[src/rtl/dma_rd_thread.sv]
// dma_rd_thread: one DMA read thread. Splits a (base, lines) command into
// line-aligned tagged read requests, matches returning responses to their
// line index by tag, and pulses done when every line has come back.
// Optional build macro DMA_RD_THREAD_PERF_EN adds perf_cycles/perf_stall.

package dma_rd_thread_pkg;
    localparam int unsigned ADDR_W = 32;
    localparam int unsigned TID_W  = 8;
    localparam int unsigned DATA_W = 64;

    localparam logic [1:0] OP_NOP = 2'd0;
    localparam logic [1:0] OP_RD  = 2'd1;
    localparam logic [1:0] OP_WR  = 2'd2;

    typedef struct packed {
        logic [1:0]        opcode;
        logic [ADDR_W-1:0] addr;
        logic [TID_W-1:0]  tid;
        logic [7:0]        len;
    } dma_req_t;

    typedef struct packed {
        logic [TID_W-1:0]  tid;
        logic [DATA_W-1:0] data;
        logic [1:0]        status;
    } dma_rsp_t;
endpackage

module dma_rd_thread
    import dma_rd_thread_pkg::*;
#(
    parameter int unsigned THREAD_ID       = 0,
    parameter int unsigned MAX_OUTSTANDING = 8,
    parameter int unsigned LINE_BYTES      = 32,
    parameter int unsigned LEN_W           = 16
) (
    input  logic             clk,
    input  logic             rstn,
    input  logic             cmd_valid,
    output logic             cmd_ready,
    input  logic [31:0]      cmd_addr,
    input  logic [LEN_W-1:0] cmd_lines,
    output logic             req_valid,
    input  logic             req_ready,
    output dma_req_t         req,
    input  logic             resp_valid,
    output logic             resp_ready,
    input  dma_rsp_t         resp,
    output logic             rd_valid,
    input  logic             rd_ready,
    output dma_rsp_t         rd_info,
    output logic [LEN_W-1:0] rd_idx,
    output logic             busy,
    output logic             done,
    output logic             err
`ifdef DMA_RD_THREAD_PERF_EN
    ,
    output logic [31:0]      perf_cycles,
    output logic [31:0]      perf_stall
`endif
);

    localparam int unsigned TAG_W = (MAX_OUTSTANDING > 1) ? $clog2(MAX_OUTSTANDING) : 1;
    localparam int unsigned NTAG  = 1 << TAG_W;
    localparam logic [31:0] ALIGN_MASK = ~(32'(LINE_BYTES) - 32'd1);

    typedef enum logic [1:0] {S_IDLE, S_ISSUE, S_DRAIN, S_DONE} state_e;

    state_e             state_q, state_d;
    logic [31:0]        addr_q;
    logic [LEN_W-1:0]   lines_q, issued_q, returned_q;
    logic [NTAG-1:0]    busy_map_q;
    logic [LEN_W-1:0]   idx_tbl_q [NTAG];
    logic               hold_vld_q;
    logic [TAG_W-1:0]   hold_tag_q;
    logic               err_q;

    logic               free_any;
    logic [TAG_W-1:0]   free_tag;
    logic [TAG_W-1:0]   sel_tag;
    logic               alloc_ok;
    logic [3:0]         rsp_tag;
    logic [TAG_W-1:0]   rsp_slot;
    logic               rsp_ok, rsp_fire, rsp_bad;
    logic               cmd_fire, req_fire;
    logic [NTAG-1:0]    alloc_vec, free_vec;

    // Lowest-numbered free tag from the registered bitmap
    always_comb begin
        free_any = 1'b0;
        free_tag = '0;
        for (int i = int'(MAX_OUTSTANDING) - 1; i >= 0; i--) begin
            if (!busy_map_q[i]) begin
                free_any = 1'b1;
                free_tag = TAG_W'(i);
            end
        end
    end

    // A request left waiting keeps its tag so the payload stays stable
    assign sel_tag  = hold_vld_q ? hold_tag_q : free_tag;
    assign alloc_ok = hold_vld_q | free_any;

    // Response classification and pass-through to the consumer
    assign rsp_tag    = resp.tid[3:0];
    assign rsp_slot   = rsp_tag[TAG_W-1:0];
    assign rsp_ok     = (state_q != S_IDLE) && (resp.tid[6:4] == 3'(THREAD_ID)) &&
                        (32'(rsp_tag) < MAX_OUTSTANDING) && busy_map_q[rsp_slot];
    assign rd_valid   = resp_valid & rsp_ok;
    assign resp_ready = rd_ready | (resp_valid & ~rsp_ok);
    assign rd_info    = resp;
    assign rd_idx     = idx_tbl_q[rsp_slot];
    assign rsp_fire   = resp_valid & rsp_ok & rd_ready;
    assign rsp_bad    = resp_valid & ~rsp_ok;

    assign cmd_fire  = cmd_valid & (state_q == S_IDLE);
    assign req_fire  = req_valid & req_ready;
    assign alloc_vec = req_fire ? (NTAG'(1) << sel_tag) : '0;
    assign free_vec  = rsp_fire ? (NTAG'(1) << rsp_slot) : '0;
    assign err       = err_q;

    // State register
    always_ff @(posedge clk or negedge rstn) begin
        if (!rstn) state_q <= S_IDLE;
        else       state_q <= state_d;
    end

    // Next-state: ISSUE/DRAIN look ahead at the final handshake
    always_comb begin
        state_d = state_q;
        unique case (state_q)
            S_IDLE:  if (cmd_valid) state_d = (cmd_lines == '0) ? S_DONE : S_ISSUE;
            S_ISSUE: if (req_fire && ((issued_q + LEN_W'(1)) == lines_q)) state_d = S_DRAIN;
            S_DRAIN: if (rsp_fire && ((returned_q + LEN_W'(1)) == lines_q)) state_d = S_DONE;
            S_DONE:  state_d = S_IDLE;
            default: state_d = S_IDLE;
        endcase
    end

    // State-decoded outputs and the request payload
    always_comb begin
        cmd_ready = (state_q == S_IDLE);
        busy      = (state_q == S_ISSUE) || (state_q == S_DRAIN);
        done      = (state_q == S_DONE);
        req_valid = (state_q == S_ISSUE) && (issued_q < lines_q) && alloc_ok;
        req       = '0;
        if (req_valid) begin
            req.opcode = OP_RD;
            req.addr   = addr_q;
            req.tid    = {1'b0, 3'(THREAD_ID), 4'(sel_tag)};
        end
    end

    // Command latch, issue/return counters, tag bitmap and line-index table
    always_ff @(posedge clk or negedge rstn) begin
        if (!rstn) begin
            addr_q     <= '0;
            lines_q    <= '0;
            issued_q   <= '0;
            returned_q <= '0;
            busy_map_q <= '0;
            hold_vld_q <= 1'b0;
            hold_tag_q <= '0;
            err_q      <= 1'b0;
            for (int i = 0; i < int'(NTAG); i++) idx_tbl_q[i] <= '0;
        end else begin
            if (cmd_fire) begin
                addr_q     <= cmd_addr & ALIGN_MASK;
                lines_q    <= cmd_lines;
                issued_q   <= '0;
                returned_q <= '0;
            end
            if (req_fire) begin
                addr_q             <= addr_q + 32'(LINE_BYTES);
                issued_q           <= issued_q + LEN_W'(1);
                idx_tbl_q[sel_tag] <= issued_q;
            end
            if (rsp_fire) returned_q <= returned_q + LEN_W'(1);
            busy_map_q <= (busy_map_q | alloc_vec) & ~free_vec;
            hold_vld_q <= req_valid & ~req_ready;
            hold_tag_q <= sel_tag;
            if (rsp_bad)       err_q <= 1'b1;
            else if (cmd_fire) err_q <= 1'b0;
        end
    end

`ifdef DMA_RD_THREAD_PERF_EN
    logic stall_c;
    assign stall_c = (state_q == S_ISSUE) && ((req_valid && !req_ready) || !alloc_ok);

    // Saturating busy-cycle and issue-stall counters for the last command
    always_ff @(posedge clk or negedge rstn) begin
        if (!rstn) begin
            perf_cycles <= '0;
            perf_stall  <= '0;
        end else if (cmd_fire) begin
            perf_cycles <= '0;
            perf_stall  <= '0;
        end else begin
            if (busy && (perf_cycles != '1))   perf_cycles <= perf_cycles + 32'd1;
            if (stall_c && (perf_stall != '1)) perf_stall  <= perf_stall + 32'd1;
        end
    end
`endif

endmodule

[config.mk]
export PLATFORM = sky130hd
export DESIGN_NAME = dma_rd_thread
export DESIGN_NICKNAME = d
export VERILOG_FILES = /design/src/rtl/dma_rd_thread.sv
export SDC_FILE = /design/constraint.sdc
export NUM_CORES = 1
export LEC_CHECK = 0
export BUFFER_PORTS_ARGS = -buffer_cell sky130_fd_sc_hd__buf_2
export CAP_MARGIN = 25
export CORE_MARGIN = 3
export CORE_UTILIZATION = 60
export DETAILED_ROUTE_END_ITERATION = 8
export HOLD_SLACK_MARGIN = 0.02
export PLACE_DENSITY_LB_ADDON = 0.1
export SLEW_MARGIN = 15
export SYNTH_ARGS = -nofsm -noshare
export SYNTH_HDL_FRONTEND = slang
export SYNTH_SLANG_ARGS = --single-unit
[constraint.sdc]
create_clock -name clk -period 7.3 [get_ports clk]
set_input_delay 0.73 -clock clk [delete_from_list [all_inputs] [get_ports clk]]
set_output_delay 0.73 -clock clk [all_outputs]
set_load 0.02 [all_outputs]
### Word-level counts from Yosys, hierarchy flattened

Cells that the tools add are included.

* output and inout bits: 147
* bits in registers: 223

* reductions and logical operators: 17
* muxes and demuxes: 40
* $lt $le $gt $ge: 6
* add/subtract/negate cells: 3
* equality and inequality tests: 8
* shift-type cells: 2
* bitwise operators: 15

Operators with widths (number)
* 128-bit bitwise mux: 1
* 16-bit two-way mux: 6
* 32-bit two-way mux: 2
* 16-bit binary-select mux with 3-bit select: 1
* 16-bit demux with 3-bit select: 1
* 41-bit two-way mux: 1
* 16-bit by 1-bit adder with 16-bit output (second input constant): 2
* 32-bit by 6-bit adder with 32-bit output (second input constant): 1
* 16-bit equality test: 2
* 3-bit two-way mux: 9
* 16-bit zero test: 1
* 16-bit < comparator: 1
* 8-bit two-way mux: 2
* 1-bit by 3-bit << shifter with 8-bit output (first input constant): 2
* 1-bit two-way mux: 11
* 8-bit AND: 1
* 4-bit >= comparator (second input constant): 2
* 1-bit logical AND: 8
* 2-bit two-way mux: 4
* 3-bit NOT with 4-bit output: 2
* 8-bit NOT: 1
* 8-bit OR: 1
* 2-bit one-hot mux with 4 select lines: 1
* 2-bit nonzero test: 4
* 14 further kinds: 24

### Depth between registers and ports, before layout

* depth after elaboration: 15
* mapped depth: 14
* mapped depth without buffers: 10

### Least setup slack after synthesis

No wires, ideal clock.

* kind: in2out
* start point: in resp[66] (netlist bit)
* end point: out rd_idx[0]
* stages: 4
* data arrival time: 2.518 ns
* buffers on the path: 2
* slack: 4.052 ns
* cells stage by stage: clkbuf_1 -> buf_1 -> mux4_2 -> mux2_2

* longest elaborated chain between the ends: 4

RTL lines
* from (decl): RTL line 48 `input dma_rsp_t resp,`
* 3-bit NOT with 4-bit output (implied by the code): RTL line 112 `assign rd_idx = idx_tbl_q[rsp_slot];`
* 16-bit binary-select mux with 3-bit select: RTL line 112
* 16-bit two-way mux (implied by the code) (2 in a row): RTL line 112
* to (decl): RTL line 52 `output logic [LEN_W-1:0] rd_idx,`

No other way between the ends. The select of a mux whose other input is x is not followed.

### Final worst setup path

* start point: reg issued_q[3]
* end point: reg addr_q[31]

* longest elaborated chain between the ends: 5
* elaborated cells between the ends (all ways): 6

RTL lines
* from (decl): RTL line 71 `logic [LEN_W-1:0] lines_q, issued_q, returned_q;`
* from (signal assigned): RTL line 175 `issued_q <= issued_q + LEN_W'(1);`
* 16-bit < comparator (*): RTL line 145 `req_valid = (state_q == S_ISSUE) && (issued_q < lines_q) && alloc_ok;`
* 1-bit logical AND (*) (2 in a row): RTL line 145
* 1-bit AND (*): RTL line 117 `assign req_fire = req_valid & req_ready;`
* 32-bit two-way mux / 2-bit nonzero test (equally long branches)
* to (signal assigned): RTL line 168 `addr_q <= cmd_addr & ALIGN_MASK;`
* to (signal assigned): RTL line 174 `addr_q <= addr_q + 32'(LINE_BYTES);`
* to (decl): RTL line 70 `logic [31:0] addr_q;`

Mark *: on every way between the ends. The rest lies on a longest branch, timed or not.
A chain may end at the register's enable or synchronous reset.

==> run metrics <==
core area=between 20,000 and 25,000 um^2; critical path arrival=about 4.6 ns; Power Total=4.35 mW; setup tns final=0 ns; IO Port Bufs=roughly 120; CP cell instances=ha_1, a21oi_1, a21oi_2, o41ai_4, buf_4, nand2_1, buf_4, nand2_1, o21ai_0, a221o_1; status=completed; fmax=about 240 MHz; share of cells above drive strength 1=30.0%; Yosys reg bits=218; FP Rows=between 50 and 60; P_leak=6.45 nW; share of synthesized flip-flops with an asynchronous set or reset=100%; H-tree depth=1; setup repair after global routing missed its margin=false; I/O pin count=275; CP Launch Type=register; crit path capture type=register; vias in the first global route=between 9k and 10k; CP peak stage delay=0.79 ns; TritonCTS Buffers=24; Worst slew margin=31.4%; Root Buffer=clkbuf_16; CP max-delay cell=dfrtp_1; M3 GR Usage=under 10%; HPWL after detailed placement=19.9 mm; Vias=9,078; post-CTS resize count=0; cell taking the most area after synthesis=dfrtp_1; net count reported at finish=1,351; final hold vios=0; number of distinct library cells after synthesis=72; Req. time, crit path=slightly below 8 ns; Longest Clk Path Bufs=3; VDD IR max=approximately 0.23 mV; Worst Skew=0.0133 ns; Most Used Layer, Global Route=met2; Detailed Route WL=29.9 mm; period utilisation layout=a little under three fifths; setup repair bufs after CTS=0; GRT Util Overall=roughly a quarter; Die Wd=152 um; Worst Setup SP=issued_q[3]; Buf+Inv Stages, Crit Path=2; CTS tree=yes; Initial DRT Pass Iterations=5; Ys Warns=0; gr ovfl total=0; peak fanout along the critical path=34; CTS Hold Bufs=0; Initial Utilization=62.0%; fin util=between 60% and 70%; first-pass GRT wire length=48.5 mm; Setup-failing EPs final=0; n_diodes=0; die height=152 um; register area share after synthesis=42.9%; post-synthesis instance total=1,194; Sink Count=218; synth top area cells=dfrtp_1 43%, mux2_2 12%, buf_4 5.9%; critical path class=reg -> reg; Max Cap Viol=0; pwr/cell area=319 nW/um^2; Synth top area share=42.9%; area of the multi-input gates=6160 um^2; die area=approximately 23,000 um^2; min Tclk post-route=4.19 ns; largest net degree at the start of global routing=122; clk slew on worst S/H paths=0.06 ns; Slew @ Worst Pin=between 1 and 1.5 ns; Fill cells=1,611; detail-routed via count per cell=6.12; area grow syn2layout=7.25%; WL/cell=20.2 um; met1 GRT Util=39.0%; CP top delay family=compound AO/OA/AOI/OAI gates; Syn Std Cell Area=12,700 um^2; initial antenna violation count=0; Post-DRT Antenna Nets=0; Final Max Tran Viols=0; Post-synth EDFFs=0; critical path depth=10; GPL Wtd Cong=0.875; global-route met2 utilization=a little over two fifths; start of the worst register-to-register path=issued_q[3]; latest clock arrival within the worst-skew pair=~0.51 ns; R2R depth=10; FF/Latch Area=5460 um^2; DRC viols=0; Syn Area/Cell=10.6 um^2; Primary FF master, synth=dfrtp_1; min-delay worst type=in -> async; first-iteration detailed-routing DRC count=approximately 570
-- kinds of logic (layout without fill, tap and decap cells) --
| group | Yosys count | after routing | synth area share, % |
|---|---|---|---|
| simple gates | 324 | 324 | 13.3 |
| flops | 218 | 218 | 42.9 |
| buf+inv | 203 | 205 | 9.19 |
| compound gates | 197 | 197 | 9.92 |
| mux | 183 | 183 | 19.2 |
| xor+xnor | 45 | 45 | 3.10 |
| fa+ha+maj | 23 | 23 | 2.27 |
| other cells | 1 | 19 | 0.0295 |
-- area by class of cell --
type,count,area share (%)
clock buffers,35,5.45
flip-flops and latches,218,40.0
inverters,32,0.882
multi-input cells,791,45.2
clock inverters,5,0.367
well taps,270,2.48
repair buffers,133,5.58
-- metrics by stage --
stage               hold WS, ns  instance area [um^2]  worst slack (ns)  cells
finish                    0.331                 13600              3.11   1484
global route              0.385                 13600              2.74   1484
CTS                       0.370                 13600              3.14   1483
detailed placement        0.468                 12800              3.12   1443
global placement          0.457                 12800              3.18   1439
floorplan                 0.434                 12800              4.05   1212
-- state kept, by name, indices dropped and copies added, names as in the netlist --
| name | flops |
|---|---|
| state_q | 2 |
| err | 1 |
| hold_tag_q | 3 |
| busy_map_q | 8 |
| lines_q | 16 |
| returned_q | 16 |
| issued_q | 16 |
| addr_q | 27 |
| hold_vld_q | 1 |
| idx_tbl_q | 128 |
-- layout by cell type (no fill, tap or decap), drive strengths merged, types with 4 or more instances in the layout --
cell      n
a211oi   13
a31oi     5
nand4    26
clkbuf   35
inv      32
clkinv    4
nor3     12
mux4     32
conb     19
and2      9
nand2    87
nor2b    10
o31ai    12
o41ai     4
nor2     71
mux2    143
o21ai    83
o22ai     9
nand3    29
a21oi    34
xor2     13
and4      4
mux2i     8
buf     133
xnor2    32
and3     44
ha       23
nor4     15
dfrtp   218
nand2b    9
-- final timing paths --
check	end	slack (ns)
setup reg to reg	addr_q[31]	3.11
hold / removal	returned_q[3]	0.33
setup / recovery	addr_q[31]	3.11
min in group clk	lines_q[2]	0.45
max in group asynchronous	idx_tbl_q[33]	5.62
hold reg to reg	err	0.48
-- where the power goes --
part | internal [mW] | leakage (nW) | switching (mW) | total (mW)
clock network | 0.733 | 0.398 | 0.471 | 1.20
registers | 1.40 | 2.88 | 0.226 | 1.63
logic | 0.594 | 3.17 | 0.920 | 1.51
-- layer usage --
metal | share of wire [%] | vias to the layer above
met1 | 45 | 4520
met4 | 2.2 | 0
li1 | - | 4202
met2 | 47 | 294
met5 | 0 | -
met3 | 5.7 | 62
-- synthesized netlist by cell type, types with 10 or more instances --
cell and number:
nand3_1 29, o21ai_0 81, mux2_2 134, inv_1 32, nand4_1 25, xnor2_1 32, xor2_1 13, buf_4 100
mux4_2 32, ha_1 23, dfrtp_1 218, buf_2 12, nand2_1 86, a211oi_1 13, a21oi_1 33, o31ai_1 11
clkbuf_1 52, nor2_1 68, nor2b_1 10, nor4_1 13, and3_1 44
Note: power is estimated with default switching activity, not from simulation.
